===== src/rtl/ram_output_argmax.sv =====
// ram_output_argmax: output-layer RAM with a registered read address and an argmax scan engine.
// Define RAM_OUT_SIGNED_CMP_EN to compare entries as two's-complement values instead of unsigned.
module ram_output_argmax #(
  parameter int DATA_WIDTH = 8,
  parameter int ADDR_WIDTH = 4,
  parameter int NUM_OUT    = 10
) (
  input  logic                  clk,
  input  logic                  rst_n,
  input  logic                  we,
  input  logic [ADDR_WIDTH-1:0] addr,
  input  logic [DATA_WIDTH-1:0] data,
  output logic [DATA_WIDTH-1:0] q,
  input  logic                  start,
  output logic                  busy,
  output logic                  done,
  output logic [ADDR_WIDTH-1:0] max_idx,
  output logic [DATA_WIDTH-1:0] max_val,
  output logic                  wr_rej
);
  typedef enum logic {IDLE, SCAN} state_t;
  localparam logic [ADDR_WIDTH-1:0] LAST = ADDR_WIDTH'(NUM_OUT - 1);
  state_t                state_q;
  logic [ADDR_WIDTH-1:0] addr_q, max_idx_q;
  logic [DATA_WIDTH-1:0] max_val_q, rd_val;
  logic                  done_q, wr_rej_q, gt, take;
  logic [DATA_WIDTH-1:0] mem [2**ADDR_WIDTH];
  assign rd_val = mem[addr_q];
`ifdef RAM_OUT_SIGNED_CMP_EN
  assign gt = $signed(rd_val) > $signed(max_val_q);
`else
  assign gt = rd_val > max_val_q;
`endif
  // index 0 is always the first compare, so it seeds the result unconditionally
  assign take = (addr_q == '0) || gt;
  always_ff @(posedge clk)
    if (we && state_q == IDLE) mem[addr] <= data;
  always_ff @(posedge clk or negedge rst_n) begin
    if (!rst_n) begin
      state_q   <= IDLE;
      addr_q    <= '0;
      max_idx_q <= '0;
      max_val_q <= '0;
      done_q    <= 1'b0;
      wr_rej_q  <= 1'b0;
    end else begin
      done_q   <= 1'b0;
      wr_rej_q <= 1'b0;
      if (state_q == IDLE) begin
        addr_q <= start ? '0 : addr;
        if (start) state_q <= SCAN;
      end else begin
        wr_rej_q <= we;
        if (take) begin
          max_val_q <= rd_val;
          max_idx_q <= addr_q;
        end
        if (addr_q == LAST) begin
          state_q <= IDLE;
          done_q  <= 1'b1;
        end else addr_q <= addr_q + 1'b1;
      end
    end
  end
  assign q       = rd_val;
  assign busy    = state_q == SCAN;
  assign done    = done_q;
  assign wr_rej  = wr_rej_q;
  assign max_idx = max_idx_q;
  assign max_val = max_val_q;
endmodule


===== config.mk =====
export PLATFORM = sky130hd
export DESIGN_NAME = ram_output_argmax
export DESIGN_NICKNAME = d
export VERILOG_FILES = /design/src/rtl/ram_output_argmax.sv
export SDC_FILE = /design/constraint.sdc
export NUM_CORES = 1
export LEC_CHECK = 0
export CAP_MARGIN = 20
export CORE_UTILIZATION = 58
export CTS_CLUSTER_SIZE = 30
export DETAILED_ROUTE_END_ITERATION = 7
export PLACE_DENSITY = 0.78
export SYNTH_ARGS = -nofsm -noshare
export SYNTH_HDL_FRONTEND = slang
export SYNTH_SLANG_ARGS = --single-unit

===== constraint.sdc =====
create_clock -name clk -period 3.8 [get_ports clk]
set_input_delay 0.76 -clock clk [delete_from_list [all_inputs] [get_ports clk]]
set_output_delay 0.76 -clock clk [all_outputs]
set_load 0.02 [all_outputs]

==> results of run 1 <==
## registers in the layout, indices dropped and copies added (netlist names)
signal and cells:
mem 128, busy 1, max_val 8, addr_q 4, max_idx 4, wr_rej 1
done 1
## cell families (layout without fill, tap and decap cells)
kind of cell    after synthesis  in the layout  synth area share [%]
compound gates               27             27                  3.05
xor+xnor                      3              3                 0.439
fa+ha+maj                    11             11                  2.30
buf+inv                      24            104                  2.40
flops                       147            147                  72.2
mux                          44             44                  15.2
simple gates                 57             57                  4.43
## routing by layer
metal | routed length (um) | GRT usage (%)
met5 | 0 | 0
met4 | 338 | 11.0
met3 | 1000 | 8.31
met2 | 5910 | 38.5
met1 | 4850 | 33.0
## worst reg2reg max path: cells and delay by family, from the launching register on
family                   cells  cell delay (ns)
AO/OA/AOI/OAI                4             0.88
adder cells (fa/ha/maj)      1             0.22
buffers and inverters        2             0.38
flip-flops                   1             0.49
multiplexers                 2             0.91
AND/OR/NAND/NOR              2             0.25
## placed cells by master, fill, tap and decap left out, types with 2 or more instances in the layout
cell / n
sky130_fd_sc_hd__dfrtp_1: 18
sky130_fd_sc_hd__nor3_1: 5
sky130_fd_sc_hd__mux4_2: 18
sky130_fd_sc_hd__bufinv_16: 4
sky130_fd_sc_hd__clkinv_2: 2
sky130_fd_sc_hd__inv_1: 11
sky130_fd_sc_hd__buf_4: 20
sky130_fd_sc_hd__nand4_1: 4
sky130_fd_sc_hd__nand2_1: 15
sky130_fd_sc_hd__nand2b_1: 3
sky130_fd_sc_hd__a21oi_1: 3
sky130_fd_sc_hd__clkinv_4: 2
sky130_fd_sc_hd__edfxtp_1: 128
sky130_fd_sc_hd__clkbuf_8: 3
sky130_fd_sc_hd__nor2b_1: 2
sky130_fd_sc_hd__mux4_1: 14
sky130_fd_sc_hd__buf_12: 2
sky130_fd_sc_hd__clkdlybuf4s50_1: 38
sky130_fd_sc_hd__nand3_1: 2
sky130_fd_sc_hd__a22oi_1: 16
sky130_fd_sc_hd__clkinvlp_4: 3
sky130_fd_sc_hd__nor2_1: 20
sky130_fd_sc_hd__clkbuf_16: 16
sky130_fd_sc_hd__ha_1: 11
sky130_fd_sc_hd__and2_1: 2
sky130_fd_sc_hd__mux2_2: 12
sky130_fd_sc_hd__o21ai_0: 4
sky130_fd_sc_hd__xor2_1: 2
## power groups by stage
stage                     clock network (mW)  registers (mW)  logic [mW]
after floorplan                            0            2.07        1.47
after global placement                     0            2.06        2.18
after detailed placement                   0            2.07        2.23
after CTS                               1.74            2.04        2.26
after global routing                    1.82            2.04        2.47
final                                   1.73            2.02        2.29
## final timing paths
kind	endpoint	slack (ns)
setup / recovery	q[3]	0.15
setup reg to reg	max_val[6]$_DFFE_PN0P_	0.55
hold / removal	max_idx[2]$_DFFE_PN0P_	0.51
max in group asynchronous	addr_q[0]$_DFFE_PN0N_	2.46
min in group asynchronous	max_idx[3]$_DFFE_PN0P_	0.71
hold reg to reg	max_idx[2]$_DFFE_PN0P_	0.51
## timing repair
action                     4_1_cts  5_1_grt
buffers inserted                 0        3
resized for setup                2        0
setup endpoints to repair        3        4
## layout make-up
class                      instances  area (um2)  share of cell area [%]
inverter                          11        41.3                   0.569
clock inverter                    12         179                    2.47
clock buffer                      20         445                    6.14
tap                              133         166                    2.29
multi-input combinational        142        1520                    20.9
sequential                       147        4320                    59.6
timing repair buffer              61         582                    8.02
==> impl_summary.md, run 1 <==
GRT
The total routing usage reported by global routing is 25.0%. The initial antenna violation count came to 0. For this run the aggregate overflow at the end of global routing stands at 0. The pin count of the biggest net entering global routing is 22. The global-route wire length before repair is around 19 mm. The number of global-route vias before repair is around 3.3k.

Worst hold path
The path class of the tightest hold or removal check is register to register. In this run the most critical hold path is launched from max_idx[2]$_DFFE_PN0P_. Along the worst hold path, the cell count comes to 1.

Power and ir drop
In this run the power spent charging and discharging nets is ~1.9 mW. Across the VDD grid, the largest voltage drop is around 0.00052 V. Sequential cells account for roughly 33% of the total power.

In this run the static leakage power is approximately 2.6 nW. The internal power of the cells is between 4 and 5 mW. The clock network accounts for 28.6% of the total power. The total chip power is slightly above 6 mW.

Net switching is 31.0% of the power. Per report_power, the combinational group accounts for 38.0% of the total. The ratio of total power to cell area is ~830 mW/mm2.

Floorplanning
The die width is approximately 100 um. The die covers around 0.011 mm2. In this run the core area contains 36 standard-cell rows.

The initial core utilization is approximately 60%. The floorplan die height is slightly above 100 um. 39 I/O pins were placed.

The region available for standard cell placement spans 0.00986 mm2.

Yosys
In the synthesized netlist, the cells that appear most often are 128 x sky130_fd_sc_hd__edfxtp_1, 20 x sky130_fd_sc_hd__nor2_1, 19 x sky130_fd_sc_hd__dfrtp_1. Summing the sequential cell areas from Yosys gives roughly 72% of the chip area. The most instantiated library cell after synthesis is sky130_fd_sc_hd__edfxtp_1. Synthesis produced a netlist whose cell count is approximately 310. The synthesized area is about 0.006 mm2. Synthesis instantiated 33 different standard cells from the library. The most used flip-flop cell after synthesis is sky130_fd_sc_hd__edfxtp_1.

After synthesis, the mean cell area works out to 19.1 um2. Of all cell types, the one taking the most synthesized area is sky130_fd_sc_hd__edfxtp_1. In this run, synthesis inferred approximately 130 flip-flops with an integrated enable. The post-synthesis sequential element count is 147. Sorting the synthesized cells by area gives the leading types as sky130_fd_sc_hd__edfxtp_1 64%, sky130_fd_sc_hd__dfrtp_1 7.9%, sky130_fd_sc_hd__mux4_2 6.8%. The number of nets handed over by synthesis was 340. Counting flops with an async set or reset pin after synthesis yields a share of between 10% and 20%. For this run, the number of Yosys warnings is 0. The top cell type by area accounts for 64.2% of the synthesized area.

Clocking
The CTS tree is done. The post-CTS clock slew at the launch and capture registers of the worst setup and hold paths is around 0.060 ns. In this run, CTS created clock tree buffers numbering 17.

The number of buffers inserted for hold repair after clock tree synthesis is 0. CTS placed an instance of sky130_fd_sc_hd__clkbuf_8 at the clock tree root. The clock latency on the worst-skew pair is approximately 0.54 ns. The maximum level of the CTS H-tree is 4.

In this run the deepest clock path goes through 2 buffers. The count of clock tree sinks is about 150.

Timing
The share of the clock period used by the worst path after layout is between 90% and 100%. The transition time of the tightest slew-check pin is approximately 0.92 ns. The worst slew slack as a fraction of its limit is 38.3%. The sum of negative setup slack is 0 ns.

The final-report max-slew violation count was 0. Derived from the worst setup path, the maximum achievable clock frequency is between 200 and 300 MHz. The setup skew after layout is approximately 0.013 ns. The final-report setup violation count is 0. The hold violation total from the final report is 0. Setup repair after global routing left no endpoint under its margin. For the finished layout, the period the worst path requires is between 3 and 4 ns. The setup slack of the critical path after layout is about 0.15 ns.

Hold is met by around 0.51 ns.

Placed design
OpenSTA, run right after detailed placement, puts the worst setup slack at 0.360 ns. In this run the cell area measured after placement is 0.00660 mm2. The wire-length estimate of the detail-placed layout is approximately 7.7 mm. The number of port buffers is 38. The routability-driven placement congestion ratio is roughly 0.81. The cell total after placement is 491.

Route
The final route contains 3210 vias. Once detail routing completed, the nets flagged for antenna violations numbered 0. The length of the first detailed-routing pass in iterations is 5. The average wire per standard cell is 23.0 um. The detail-routed via count per cell is between 6 and 7. Wires add up to 12.1 mm. For this block, the initial DRC count from the detailed router was around 340. The remaining design rule violation count is 0.

Final layout
The final-layout fill cell count is about 560. The final core utilization is between 70% and 80%. The fraction of layout cells with a size suffix above 1 is approximately 22%. The finished layout holds approximately 530 standard cells, fillers aside. The final instance area is approximately 0.0073 mm2. The synthesis-to-finish area growth is 21.3%. The total number of nets in the final design is between 400 and 500. The number of antenna diodes in the final layout is 0.

Worst setup path
The count of cell instances traversed by the critical path is 5. The startpoint of the lowest-slack register-to-register path is addr_q[0]$_DFFE_PN0N_. The kind of critical path is register to output pin. The standard cell with the maximum stage delay on the critical path is sky130_fd_sc_hd__dfrtp_1. The number of buffers and inverters on the critical path is 2.

On the worst path, the slowest cell contributes a delay of 0.73 ns. Counting cells, the worst reg-to-reg path comes to 11. The critical path startpoint category is a register. The biggest fanout along the worst timing path is 13. The arrival time at the worst endpoint is 2.89 ns. In this design, the largest share of critical-path delay is due to buffers and inverters.

The critical path launch point is addr_q[2]$_DFFE_PN0N_. The required time reported for the critical path endpoint is 3.04 ns. The worst setup path is captured at an output pin.

The signal on the critical path passes through buf_4 > mux4_1 > a22oi_1 > nand2_1 > clkdlybuf4s50_1.

Run status
The flow ran to the end, and the final reports show no timing, DRC or antenna violations.

Run
The number of max-cap violations is 0.
Power figures use the tool's default switching activity.
==> run 2, diff against run 1 <==
--- a/config.mk
+++ b/config.mk
@@ -10,6 +10,7 @@
 export CTS_CLUSTER_SIZE = 30
 export DETAILED_ROUTE_END_ITERATION = 7
 export PLACE_DENSITY = 0.78
+export REMOVE_ABC_BUFFERS = 1
 export SYNTH_ARGS = -nofsm -noshare
 export SYNTH_HDL_FRONTEND = slang
 export SYNTH_SLANG_ARGS = --single-unit
==> run 2 against run 1 <==
Total power increased by 0.64%. Utilization decreased by 0.30 points. Clock skew decreased by 0.0041 ns. Die area unchanged. Combinational power about the same. Design area decreased by 0.41%. Via count decreased by 1.4%. Register-to-register slack got worse by 0.06 ns. Setup slack improved by 0.030 ns. Clock-buffer cell count decreased by 2. Critical path type unchanged. Highest routed layer unchanged.
==> impl_summary.md, run 2 (synthesis results as in run 1) <==
Run status
The flow ran to the end, and the final reports show no timing, DRC or antenna violations.

Placed design
The placed wire-length estimate after detailed placement is 7.53 mm. The number of port buffers is 38. The routability-driven placement congestion ratio is roughly 0.78. The area of placed instances is 0.00657 mm2.

The number of placed instances, taps included, is between 400 and 500.

Timing
The hold violation total from the final report came to 0. Clock skew on the completed layout was measured at 0.00851 ns. The transition time of the tightest slew-check pin is roughly 0.9 ns. Based on the critical path, the design can be clocked at up to between 200 and 300 MHz. The worst slew slack as a fraction of its limit is 39.6%.

The share of the clock period used by the worst path after layout is between 90% and 100%. The final-report setup violation count is 0. The final-report max-slew violation count is 0.

The sum of negative setup slack is 0 ns. Setup repair after global routing left no endpoint under its margin. The hold slack is approximately 0.52 ns. The time the worst path needs with I/O delays and setup is around 3.6 ns.

Worst setup path
The cell family contributing the most delay on the critical path is buffers and inverters. The number of buffers and inverters on the critical path is 2. For the worst flop-to-flop path, the logic depth is 11.

The biggest fanout along the worst timing path is 38. The critical path goes through buf_12 > mux4_1 > a22oi_1 > nand2_1 > clkdlybuf4s50_1. The critical path startpoint category is a register. The endpoint kind of the worst setup timing path is an output pin. The kind of critical path is register to output pin.

The worst register-to-register path begins at addr_q[0]$_DFFE_PN0N_. The largest single stage delay on the critical path is slightly below 0.6 ns. The register-to-register setup slack is 0.49 ns. The most critical setup path has its startpoint at addr_q[0]$_DFFE_PN0N_.

The required time reported for the critical path endpoint is around 3.0 ns. The arrival time at the worst endpoint is roughly 2.9 ns. The endpoint of the worst-slack reg-to-reg timing path is max_val[2]$_DFFE_PN0P_. The slowest stage of the critical path is the sky130_fd_sc_hd__mux4_1 cell.

Clocking
TritonCTS built the clock tree. In this run the clock root is driven by a sky130_fd_sc_hd__clkbuf_8. The count of clock tree sinks is about 150. After clock tree synthesis, the setup repair step added 0 buffers. Buffers inserted to repair hold after CTS numbered 0.

Counting the buffers created by CTS gives 17. The H-tree was split into 4 levels. The longest clock path from root to sink contains 2 buffers. After clock tree synthesis, the repair step resized 0 gates.

For the worst-skew pair, the clock arrives at the later sink with an insertion delay of about 0.53 ns. Clock-pin slew was measured on the worst setup and hold paths at roughly 0.06 ns.

Floorplanning
The region available for standard cell placement spans 0.00986 mm2. During I/O placement, the number of pins put on the boundary was 39. The cell row count is 36. The die is roughly 100 um wide. The floorplan die height is 104 um. Once the floorplan was initialized, standard cells occupied between 60% and 70% of the core.

The full die area is about 0.011 mm2.

GRT
Global routing finished with a remaining overflow of 0. The number of global-route vias before repair is around 3.4k. The pin count of the biggest net entering global routing is 39. The initial antenna violation count came to 0. The first global-routing pass estimated ~19 mm of wire. Across every metal layer, demand over resource in global routing totals 24.8%.

Route
After detailed routing, the number of vias per cell comes to between 6 and 7. Detailed routing placed a total of around 870 um of wire on met3. The via count is roughly 3.2k. In the detailed route, the total length drawn on met2 is 6.10 mm. The aggregate routed wire length is ~12 mm.

The routed metal-1 wirelength is between 4 and 5 mm. The top metal layer carrying routed signals is met4. The average wire per standard cell is 23.4 um. The remaining design rule violation count is 0. The count of nets left with antenna violations once routing finished came out at 0. For this run, the detailed router's first-pass iteration total came to 5.

The first-iteration detailed-routing DRC count is between 150 and 200.

Worst hold path
The hold path startpoint is max_idx[3]$_DFFE_PN0P_. The path class of the tightest hold or removal check is register to register. The path with the worst hold slack has its endpoint at max_idx[3]$_DFFE_PN0P_.

The hold-critical path depth is 1.

Final layout
In the layout the commonest cells are 128 x sky130_fd_sc_hd__edfxtp_1, 38 x sky130_fd_sc_hd__clkdlybuf4s50_1, 20 x sky130_fd_sc_hd__nor2_1. The final core utilization is 73.3%. The number of flip-flops in the largest register is between 100 and 150.

The synthesis-to-finish area growth is 20.8%. The repair_antennas step left the layout with diodes totalling 0. In the final layout, the share of cells above drive strength 1 is about a fifth.

The final instance area is between 0.007 and 0.008 mm2. In the final design database the tool counted 400 nets. The non-filler instance count after layout is approximately 520. Leaving out fill and tap cells, the most frequent cell in the layout is sky130_fd_sc_hd__edfxtp_1. The largest register by flop count is mem.

Run
Across the run, the number of max-cap violations was 0.

Power and ir drop
Across the VDD grid, the largest voltage drop is between 0.0006 and 0.0007 V. The static leakage is between 2 and 3 nW. Dividing total power by cell area gives a power density of about 840 mW/mm2.
run 2: worst max path at each step:
stage                                        end  slack, ns  cells past startpoint
after floorplan           max_idx[0]$_DFFE_PN0P_      -0.53                      9
after global placement    max_val[1]$_DFFE_PN0P_       0.57                     11
after detailed placement  max_val[3]$_DFFE_PN0P_       0.48                     11
after CTS                                   q[3]       0.14                      5
after global routing                        q[3]       0.07                      5
final                                       q[3]       0.18                      5
run 2: layout make-up:
type,instances,area (um2)
sequential,147,4320
fill,540,2640
multi-input combinational,142,1520
timing repair buffer,54,526
clock buffer,18,418
clock inverter,14,235
tap,133,166
inverter,11,41.3
run 2: metal layers:
layer	vias up	GRT usage (%)
li1	1381	-
met1	1593	31.4
met2	164	39.3
met3	27	7.17
met4	0	12.6
met5	-	0
run 2: worst reg2reg max path, cell delays in order (launching register included):
cell and delay (ns):
sky130_fd_sc_hd__dfrtp_2 0.37, sky130_fd_sc_hd__buf_12 0.27, sky130_fd_sc_hd__mux4_1 0.60, sky130_fd_sc_hd__a22oi_1 0.27, sky130_fd_sc_hd__nand2_1 0.21, sky130_fd_sc_hd__ha_1 0.40
sky130_fd_sc_hd__nand4_1 0.13, sky130_fd_sc_hd__nor3_1 0.23, sky130_fd_sc_hd__nor2_1 0.07, sky130_fd_sc_hd__o21ai_1 0.08, sky130_fd_sc_hd__buf_4 0.22, sky130_fd_sc_hd__mux2_2 0.35
run 2: per-stage QoR:
stage | total power [mW] | setup slack [ns]
2_1_floorplan | 3.43 | -0.527
5_1_grt | 6.33 | 0.0729
3_3_place_gp | 4.20 | 0.572
4_1_cts | 6.10 | 0.142
6_report | 6.07 | 0.184
3_5_place_dp | 4.27 | 0.478
run 2: where the power goes:
group	switching (mW)	leakage [nW]	internal (mW)
Sequential	0.0866	1.38	1.89
Combinational	1.16	0.849	1.12
Clock	0.628	0.312	1.20
Total	1.87	2.54	4.20
